`src/rtl/hyperbus_pkg.sv`:
```
// Shared HyperBus types: live config struct, chip address rule, decoded
// transaction record and decoder defaults.
package hyperbus_pkg;

    localparam int unsigned NumPhys                  = 2;
    localparam int unsigned DecMaxOutstandingDefault = 4;

    typedef struct packed {
        logic [3:0]  t_latency_access;
        logic        en_latency_additional;
        logic [15:0] t_burst_max;
        logic [3:0]  t_read_write_recovery;
        logic [4:0]  address_mask_msb;
        logic        address_space;
    } hyper_cfg_t;

    typedef struct packed {
        logic [31:0] idx;
        logic [31:0] start_addr;
        logic [31:0] end_addr;
    } hyper_rule_t;

    typedef struct packed {
        logic [1:0]  cs;
        logic [31:0] addr;
        logic        write;
        logic [15:0] burst;
        logic        error;
    } hyper_trx_dec_t;

endpackage

```
`src/rtl/hyperbus_chip_match.sv`:
```
// Combinational chip decode: compares a (pre-shifted) key against every chip
// rule and returns a one-hot select, lowest matching index winning.
module hyperbus_chip_match
    import hyperbus_pkg::*;
#(
    parameter int unsigned NumChips  = 2,
    parameter int unsigned AddrWidth = 32,
    parameter type         rule_t    = hyper_rule_t
) (
    input  logic [AddrWidth-1:0] i_key,
    input  rule_t                i_rules [NumChips],
    output logic [NumChips-1:0]  o_cs,
    output logic                 o_error
);

    logic w_found;
    logic w_unused_idx;

    // Priority range match: first rule with start <= key < end selects.
    always_comb begin
        o_cs         = '0;
        w_found      = 1'b0;
        w_unused_idx = 1'b0;
        for (int unsigned i = 0; i < NumChips; i++) begin
            w_unused_idx = w_unused_idx ^ (^i_rules[i].idx);
            if (!w_found &&
                (i_key >= AddrWidth'(i_rules[i].start_addr)) &&
                (i_key <  AddrWidth'(i_rules[i].end_addr))) begin
                o_cs[i] = 1'b1;
                w_found = 1'b1;
            end
        end
        o_error = ~w_found;
    end

endmodule

```
`src/rtl/hyperbus_trans_decoder.sv`:
```
// HyperBus transaction decoder: registers each request with its decoded chip
// select and chip-local address, and tracks outstanding transactions.
// Optional macro HYPERBUS_DECODE_ERR_CNT_EN adds a saturating decode-error
// counter on err_count_o.
module hyperbus_trans_decoder
    import hyperbus_pkg::*;
#(
    parameter int unsigned NumChips       = 2,
    parameter int unsigned AddrWidth      = 32,
    parameter int unsigned BurstWidth     = 16,
    parameter int unsigned MaxOutstanding = DecMaxOutstandingDefault,
    parameter type         rule_t         = hyper_rule_t
) (
    input  logic                  clk_i,
    input  logic                  rst_ni,
    input  hyper_cfg_t            cfg_i,
    input  rule_t                 chip_rules_i [NumChips],
    input  logic                  trx_valid_i,
    output logic                  trx_ready_o,
    input  logic [AddrWidth-1:0]  trx_addr_i,
    input  logic                  trx_write_i,
    input  logic [BurstWidth-1:0] trx_burst_i,
    output logic                  trx_valid_o,
    input  logic                  trx_ready_i,
    output logic [NumChips-1:0]   trx_cs_o,
    output logic [AddrWidth-1:0]  trx_addr_o,
    output logic                  trx_write_o,
    output logic [BurstWidth-1:0] trx_burst_o,
    output logic                  trx_error_o,
    input  logic                  trx_done_i,
    output logic                  trans_active_o
`ifdef HYPERBUS_DECODE_ERR_CNT_EN
    ,
    output logic [15:0]           err_count_o
`endif
);

    localparam int unsigned CntWidth = $clog2(MaxOutstanding + 1);

    // Same layout as hyper_trx_dec_t, sized by this instance's parameters.
    typedef struct packed {
        logic [NumChips-1:0]   cs;
        logic [AddrWidth-1:0]  addr;
        logic                  write;
        logic [BurstWidth-1:0] burst;
        logic                  error;
    } trx_dec_t;

    logic [AddrWidth-1:0] w_key;
    logic [AddrWidth-1:0] w_mask;
    logic [NumChips-1:0]  w_cs;
    logic                 w_error;
    logic                 w_ready;
    logic                 w_accept;
    logic                 w_done;
    logic                 w_unused_cfg;
    trx_dec_t             w_dec;

    trx_dec_t             r_dec;
    logic                 r_valid;
    logic [CntWidth-1:0]  r_count;

    assign w_key        = trx_addr_i >> (NumPhys - 1);
    assign w_unused_cfg = ^cfg_i;

    hyperbus_chip_match #(
        .NumChips  (NumChips),
        .AddrWidth (AddrWidth),
        .rule_t    (rule_t)
    ) u_chip_match (
        .i_key   (w_key),
        .i_rules (chip_rules_i),
        .o_cs    (w_cs),
        .o_error (w_error)
    );

    // Chip-local mask: bits [address_mask_msb:0] set; saturates to all ones.
    always_comb begin
        w_mask = '0;
        for (int unsigned i = 0; i < AddrWidth; i++) begin
            w_mask[i] = (i <= int'(cfg_i.address_mask_msb));
        end
    end

    // Assemble the decoded record from the live inputs.
    always_comb begin
        w_dec       = '0;
        w_dec.cs    = w_cs;
        w_dec.addr  = trx_addr_i & w_mask;
        w_dec.write = trx_write_i;
        w_dec.burst = trx_burst_i;
        w_dec.error = w_error;
    end

    // Ready uses only registered state plus the downstream ready, so a done
    // pulse at the outstanding limit reopens the input one cycle later.
    assign w_ready  = (~r_valid | trx_ready_i) & (r_count < CntWidth'(MaxOutstanding));
    assign w_accept = trx_valid_i & w_ready;
    assign w_done   = trx_done_i & (r_count != '0);

    // Single output register stage; data only loads on input handshake.
    always_ff @(posedge clk_i or negedge rst_ni) begin
        if (!rst_ni) begin
            r_valid <= 1'b0;
            r_dec   <= '0;
        end else if (w_accept) begin
            r_valid <= 1'b1;
            r_dec   <= w_dec;
        end else if (trx_ready_i) begin
            r_valid <= 1'b0;
        end
    end

    // Outstanding counter: up on acceptance, down on done, hold on both.
    always_ff @(posedge clk_i or negedge rst_ni) begin
        if (!rst_ni) begin
            r_count <= '0;
        end else begin
            case ({w_accept, w_done})
                2'b10:   r_count <= r_count + CntWidth'(1);
                2'b01:   r_count <= r_count - CntWidth'(1);
                default: r_count <= r_count;
            endcase
        end
    end

    assert property (@(posedge clk_i) disable iff (!rst_ni) trx_done_i |-> (r_count != '0));

`ifdef HYPERBUS_DECODE_ERR_CNT_EN
    logic [15:0] r_err_count;

    // Saturating count of accepted requests that matched no chip rule.
    always_ff @(posedge clk_i or negedge rst_ni) begin
        if (!rst_ni) begin
            r_err_count <= '0;
        end else if (w_accept && w_error && (r_err_count != '1)) begin
            r_err_count <= r_err_count + 16'd1;
        end
    end

    assign err_count_o = r_err_count;
`endif

    assign trx_ready_o    = w_ready;
    assign trx_valid_o    = r_valid;
    assign trx_cs_o       = r_dec.cs;
    assign trx_addr_o     = r_dec.addr;
    assign trx_write_o    = r_dec.write;
    assign trx_burst_o    = r_dec.burst;
    assign trx_error_o    = r_dec.error;
    assign trans_active_o = (r_count != '0);

endmodule

```
`config.mk`:
```
export PLATFORM = sky130hd
export DESIGN_NAME = hyperbus_trans_decoder
export DESIGN_NICKNAME = d
export VERILOG_FILES = /design/src/rtl/hyperbus_pkg.sv /design/src/rtl/hyperbus_chip_match.sv /design/src/rtl/hyperbus_trans_decoder.sv
export SDC_FILE = /design/constraint.sdc
export NUM_CORES = 1
export LEC_CHECK = 0
export BUFFER_PORTS_ARGS = -buffer_cell sky130_fd_sc_hd__buf_4
export CAP_MARGIN = 10
export CORE_ASPECT_RATIO = 0.6
export CORE_UTILIZATION = 30
export DETAILED_ROUTE_END_ITERATION = 10
export GPL_ROUTABILITY_DRIVEN = 0
export GPL_TIMING_DRIVEN = 0
export PLACE_DENSITY = 0.59
export SLEW_MARGIN = 25
export SYNTH_ARGS = -nofsm -noshare
export SYNTH_HDL_FRONTEND = slang
export SYNTH_SLANG_ARGS = --single-unit
```
`constraint.sdc`:
```
create_clock -name clk_i -period 2.25 [get_ports clk_i]
set_input_delay 0.1125 -clock clk_i [delete_from_list [all_inputs] [get_ports clk_i]]
set_output_delay 0.1125 -clock clk_i [all_outputs]
set_load 0.005 [all_outputs]
```
* Word level (Yosys, flattened, before mapping)
Index checks and enable logic that the tools add are counted.
** Storage, ports and cells
- Input bits :: 277
- Logic and storage cells :: 67
- Output and inout port bits :: 55
- Flip-flop bits (word level) :: 56
** Cells by class
- Reduce and logical (&&, ||, !) cells :: 7
- Muxes and demuxes :: 6
- Equal/unequal tests :: 2
- Bitwise gates (word level) :: 7
- Magnitude comparators :: 36
- Add/subtract/negate cells :: 2
** Operators with widths (number)
- $le A5 B5 Y1 const A :: 16
- $ge A31 B32 Y1 :: 2
- $lt A31 B32 Y1 :: 2
- $le A4 B5 Y1 const A :: 8
- $and A32 B32 Y32 :: 1
- $le A3 B5 Y1 const A :: 4
- $le A2 B5 Y1 const A :: 2
- $pmux W3 S2 :: 1
- $le A1 B5 Y1 const A :: 1
- $mux W1 :: 5
- $reduce_bool A2 Y1 :: 2
- $add A3 B1 Y3 const B :: 1
- $and A1 B1 Y1 :: 3
- $logic_and A1 B1 Y1 :: 3
- $lt A3 B3 Y1 const B :: 1
- $reduce_bool A3 Y1 :: 1
- $sub A3 B1 Y3 const B :: 1
- $eq A2 B1 Y1 const B :: 1
- $eq A2 B2 Y1 const B :: 1
- $not A1 Y1 :: 2
- $logic_not A1 Y1 :: 1
- $or A1 B1 Y1 :: 1

* Logic depth before layout (Yosys ltp)
- Word-level depth :: 8
- Gate-level depth with buffers :: 12
- Depth with buffers taken out :: 10

* Hierarchy
From an unflattened synthesis, not the netlist that was laid out.
** Second synthesis, totals
- Cells, all modules :: 646
- Area total of the unflattened synthesis :: 5652.9 sq um
** Modules (own cells, without submodules)
- hyperbus_chip_match :: sequential area each 0.0 sq um, times used 1, area an instance 3158.0 sq um, cells each 432
- hyperbus_trans_decoder :: sequential area each 1401.3 sq um, times used 1, area an instance 2494.9 sq um, cells each 214

* Worst setup path after synthesis
No wires, ideal clock.
- Path kind :: reg2reg
- Start point :: register r_valid, in the netlist trx_valid_o
- End point :: register r_count[2]
- Data required time :: 2.171 ns
- Path slack :: -0.130 ns
- Period minus slack after synthesis :: 2.380 ns
- Buffers on the path :: 2
- Setup time :: 0.079 ns
- Stages on the path, launching flop included :: 12
- Arrival :: 2.301 ns
- Cell sequence :: dfrtp_1 a21oi_1 and2_1 inv_1 clkbuf_1 buf_1 ha_1 inv_1 fa_1 xor2_1 nor2_1 xor2_1
** On the way
- Longest elaborated chain between the ends :: 6
- Elaborated cells between the ends (all ways) :: 8
- Classes of those cells :: 2 x eq/ne; 1 x mux; 4 x bitwise; 1 x reduce/logical
** Ends and longest elaborated chain
- start, declared :: line hyperbus_trans_decoder.sv:60 : logic r_valid;
- start signal, assigned :: line hyperbus_trans_decoder.sv:104 : r_valid <= 1'b0;
- start signal, assigned :: line hyperbus_trans_decoder.sv:107 : r_valid <= 1'b1;
- start signal, assigned :: line hyperbus_trans_decoder.sv:110 : r_valid <= 1'b0;
- $not A1 Y1 * :: line hyperbus_trans_decoder.sv:97 : assign w_ready = (~r_valid | trx_ready_i) & (r_count < CntWidth'(MaxOutstanding));
- $or A1 B1 Y1 * :: line hyperbus_trans_decoder.sv:97
- $and A1 B1 Y1 * :: line hyperbus_trans_decoder.sv:97
- net trx_ready_o :: line hyperbus_trans_decoder.sv:19 : output logic trx_ready_o,
- $and A1 B1 Y1 * :: line hyperbus_trans_decoder.sv:98 : assign w_accept = trx_valid_i & w_ready;
- $eq A2 B1 Y1 / $eq A2 B2 Y1 (equally long branches) :: line hyperbus_trans_decoder.sv:119 : case ({w_accept, w_done})
- $pmux W3 S2 / $reduce_bool A2 Y1 (equally long branches)
- end signal, assigned :: line hyperbus_trans_decoder.sv:120 : 2'b10: r_count <= r_count + CntWidth'(1);
- end signal, assigned :: line hyperbus_trans_decoder.sv:121 : 2'b01: r_count <= r_count - CntWidth'(1);
- end signal, assigned :: line hyperbus_trans_decoder.sv:122 : default: r_count <= r_count;
- end, declared :: line hyperbus_trans_decoder.sv:61 : logic [CntWidth-1:0] r_count;
Mark *: on every way through the listed nets, which the timed path passes. The rest lies on a longest branch.
A chain may end at the register's enable or synchronous reset.

* Worst setup path after layout
- Start point :: input trx_addr_i[8]
- End point :: register r_dec, in the netlist trx_cs_o[1]
** On the way
- Longest elaborated chain between the ends :: 7
- Elaborated cells between the ends (all ways) :: 10
- Classes of those cells :: 4 x order compare; 2 x mux; 4 x reduce/logical
** Ends and longest elaborated chain
- start, declared :: line hyperbus_trans_decoder.sv:20 : input logic [AddrWidth-1:0] trx_addr_i,
- $ge A31 B32 Y1 / $lt A31 B32 Y1 (equally long branches) :: line hyperbus_chip_match.sv:27, hyperbus_chip_match.sv:28
- $logic_and A1 B1 Y1 :: line hyperbus_chip_match.sv:27 : (i_key >= AddrWidth'(i_rules[i].start_addr)) &&
- $mux W1 :: line hyperbus_chip_match.sv:26 : if (!w_found &&
- $logic_not A1 Y1 :: line hyperbus_chip_match.sv:26
- $logic_and A1 B1 Y1 :: line hyperbus_chip_match.sv:26
- $logic_and A1 B1 Y1 * :: line hyperbus_chip_match.sv:27
- $mux W1 * :: line hyperbus_chip_match.sv:26
- end signal, assigned :: line hyperbus_trans_decoder.sv:108 : r_dec <= w_dec;
- end, declared :: line hyperbus_trans_decoder.sv:59 : trx_dec_t r_dec;
Mark *: on every way between the ends. The rest lies on a longest branch, timed or not.

==> key figures <==
GRT
  • Antenna violations before repair: 0
  • Total GRT Usage: 0.203
  • Vias in the first global route: 5445
  • First-pass GRT wire length: 29300 um
  • Global route overflow: 0
  • Pin count of the biggest net entering global routing: 57

Final layout
  • Area of the multi-input gates: 3610 um^2
  • Final Instance Area: 7890 um^2
  • Final net count: 1342
  • Filler Cell Count: 1762
  • Area Overhead vs Synth: 45.0%
  • Register Area: 1400 um^2
  • # diodes: 0
  • Layout cells sized above 1: 0.290

Worst setup path
  • Crit Path Class: in2reg
  • Largest stage delay, worst path: 0.58 ns
  • Crit path arrival time: 2.38 ns
  • CP Launch Type: input port
  • R2r setup slk: 0.18 ns
  • Worst Path Required: 2.45 ns
  • Crit path max-delay family: simple AND/OR/NAND/NOR gates
  • Crit path cell chain: buf_4 > ha_1 > nand2_1 > nor4_4 > a21oi_2 > o41ai_4 > a2111oi_4 > or4_4 > o31ai_2
  • Crit end category: flip-flop
  • Crit. Startpoint: trx_addr_i[8]
  • Slowest-stage cell, CP: or4_4
  • CP Buf/Inv Count: 1
  • Worst r2r path cells: 11
  • Reg-to-reg startpoint: trx_valid_o
  • FF-to-FF End: r_count[2]
  • CP Max Fanout: 5

Floorplan
  • DIE AREA: 18700 um^2
  • Initial core utilization: 0.312
  • Core area: 17500 um^2
  • Die width: 176 um
  • Rows: 37
  • DIE HEIGHT: 106 um
  • I/O pin cnt: 332

Clock network
  • CTS tree: done
  • Htree depth: 2
  • Worst-Skew Late Latency: 0.29 ns
  • Clock-pin slew on the worst setup and hold paths: 0.07 ns
  • Root Driver: clkbuf_16
  • Sink Count: 56
  • Bufs on Longest Clock Path: 2
  • Total clock buffers created by CTS: 5

Logic synthesis
  • Syn Std Cell Area: 5440 um^2
  • FFs w/ async S/R, synth: 1.00
  • EDFF count, synth: 0
  • Post-synth top area share: 0.283
  • Syn_nets: 1091
  • Yosys reg bits: 56
  • Synth warn: 0
  • Most instantiated library cell after synthesis: inv_1
  • Synth Instances: 690
  • Synth area leader: ha_1
  • Sequential element share of the synthesized area: 0.258
  • Synth area leaders: ha_1 28%, dfrtp_1 26%, inv_1 9.2%
  • Unique cell type count in the Yosys netlist: 48
  • Average cell area after synthesis: 7.89 um^2
  • Commonest cells in the synthesized netlist: 133 x inv_1, 123 x ha_1, 118 x nand2_1, 56 x dfrtp_1, 53 x o21ai_0
  • Synth Flop Type: dfrtp_1

Hold path
  • Hold Path Sink: trx_burst_o[15]
  • Hold Crit Class: in2reg
  • Cell depth of the worst hold path: 3
  • Hold Path Origin: trx_burst_i[15]

Placement
  • Dpl hpwl: 16300 um
  • Placed cell areas: 7550 um^2
  • I/O Buffers: 241

Detailed routing
  • Drt initial violations: 270
  • Routed via count: 5486
  • Pre-Repair DR Iteration Count: 4
  • Detailed-route wire length per cell: 16.1 um
  • Final ANT Viol Nets: 0
  • Drt total wl: 19000 um
  • DRC Markers: 0
  • DR vias/cell: 4.66

Pwr
  • Tot Pwr: 5.00 mW
  • Clock Power Share: 0.179
  • Leakage power: 4.50 nW
  • Internal power: 3.20 mW
  • Sw frac: 0.361
  • Switching power: 1.80 mW
  • Peak supply drop: 0.000384 V
  • Cell Pwr Density: 634 nW/um^2
  • Logic pwr share: 0.487
  • Flop pwr share: 0.334

STA
  • Final hold vios: 0
  • Worst-Margin Slew: 0.731 ns
  • Final min period: 2.18 ns
  • Final setup violation count: 0
  • Final worst-path cycle share: 0.968
  • RSZ-0062 raised after global routing: yes
  • Clk_skew: 0.00409 ns
  • Final Max Tran Viols: 0
  • Rel. slew slack: 0.513
  • F_max: 0.459 GHz

Outcome
  • Status: finished clean

Run
  • MaxCap Viol Count: 0
==> area by class of cell <==
| type | instances | share of cell area |
|---|---|---|
| Tap cell | 234 | 0.0371 |
| Timing Repair Buffer | 244 | 0.233 |
| Clock inverter | 2 | 0.00491 |
| Inverter | 133 | 0.0633 |
| Clock buffer | 6 | 0.0163 |
| Multi-Input combinational cell | 484 | 0.457 |
| Buffer | 17 | 0.0108 |
| Sequential cell | 56 | 0.178 |
==> tightest hold or removal path: cells and delay by family <==
| kind | cells | cell delay (ns) |
|---|---|---|
| simple gates | 2 | 0.09 |
| buf+inv | 1 | 0.07 |
==> cell families (layout without fill, tap and decap cells) <==
group                      count (synthesis)  after routing  share of synthesized area
AOI/OAI and AO/OA                        149            149                      0.172
xor gates and xnor gates                   3              3                    0.00483
adders and majority gates                124            124                      0.287
buffers and inverters                    150            402                      0.103
DFF                                       56             56                      0.258
muxes                                      1              1                    0.00207
and+or+nand+nor                          207            207                      0.173
==> routing by layer <==
metal | vias up | wire length (um) | GRT usage
li1 | 2864 | - | -
met2 | 187 | 7440 | 0.299
met5 | - | 0 | 0
met4 | 0 | 132 | 0.0267
met1 | 2427 | 9890 | 0.307
met3 | 8 | 1510 | 0.0397
==> metrics by stage <==
stage,cells,hold slack (ns),utilization,TNS [ns],setup slack (ns)
2_1_floorplan,690,-0.183,-,0,0.0925
3_3_place_gp,1165,0.223,0.432,-2.49,-0.808
3_5_place_dp,1165,0.228,0.432,-2.52,-0.787
4_1_cts,1176,0.00930,0.447,0,0.0125
5_1_grt,1176,0.00689,0.452,-0.0459,-0.0459
6_report,1176,0.0136,0.452,0,0.0715
==> registers in the layout (all words and copies together), names as in the netlist <==
register     cells
r_count          3
trx_addr_o      32
trx_burst_o     16
trx_cs_o         2
trx_error_o      1
trx_valid_o      1
trx_write_o      1
==> worst max-delay path by stage <==
stage | end | depth (start not counted) | slack (ns)
detailed placement | trx_error_o | 10 | -0.79
global route | trx_cs_o[1] | 9 | -0.05
global placement | trx_error_o | 10 | -0.81
floorplan | r_count[2] | 11 | 0.09
CTS | trx_error_o | 10 | 0.01
finish | trx_cs_o[1] | 9 | 0.07
==> power by group through the flow <==
stage	clock [mW]	sequential [mW]	combinational [mW]
after floorplan	0	1.70	0.988
after global placement	0	1.68	2.33
after detailed placement	0	1.70	2.36
after CTS	0.914	1.67	2.42
after global routing	0.962	1.73	2.76
final	0.896	1.67	2.44
==> what timing repair did <==
item | 4_1_cts | 5_1_grt
hold buffers | 1 | 0
pin swaps | 2 | 2
hold endpoints to repair | 56 | 0
gates resized for setup | 14 | 16
setup buffers | 2 | 0
endpoints found under the setup margin | 5 | 5
==> layout by cell type, fill, tap and decap left out, types with 4 or more instances in the layout <==
| cell | n |
|---|---|
| a21o_1 | 15 |
| a21oi_1 | 43 |
| buf_1 | 5 |
| buf_4 | 242 |
| clkbuf_1 | 11 |
| clkbuf_16 | 5 |
| dfrtp_1 | 56 |
| ha_1 | 122 |
| inv_1 | 132 |
| nand2_1 | 118 |
| nand2b_1 | 5 |
| nand3_1 | 16 |
| nand4_1 | 18 |
| nor2_1 | 18 |
| nor3_1 | 5 |
| o2111ai_1 | 4 |
| o21ai_0 | 53 |
| or3_1 | 4 |
(Power assumes the default switching activity.)
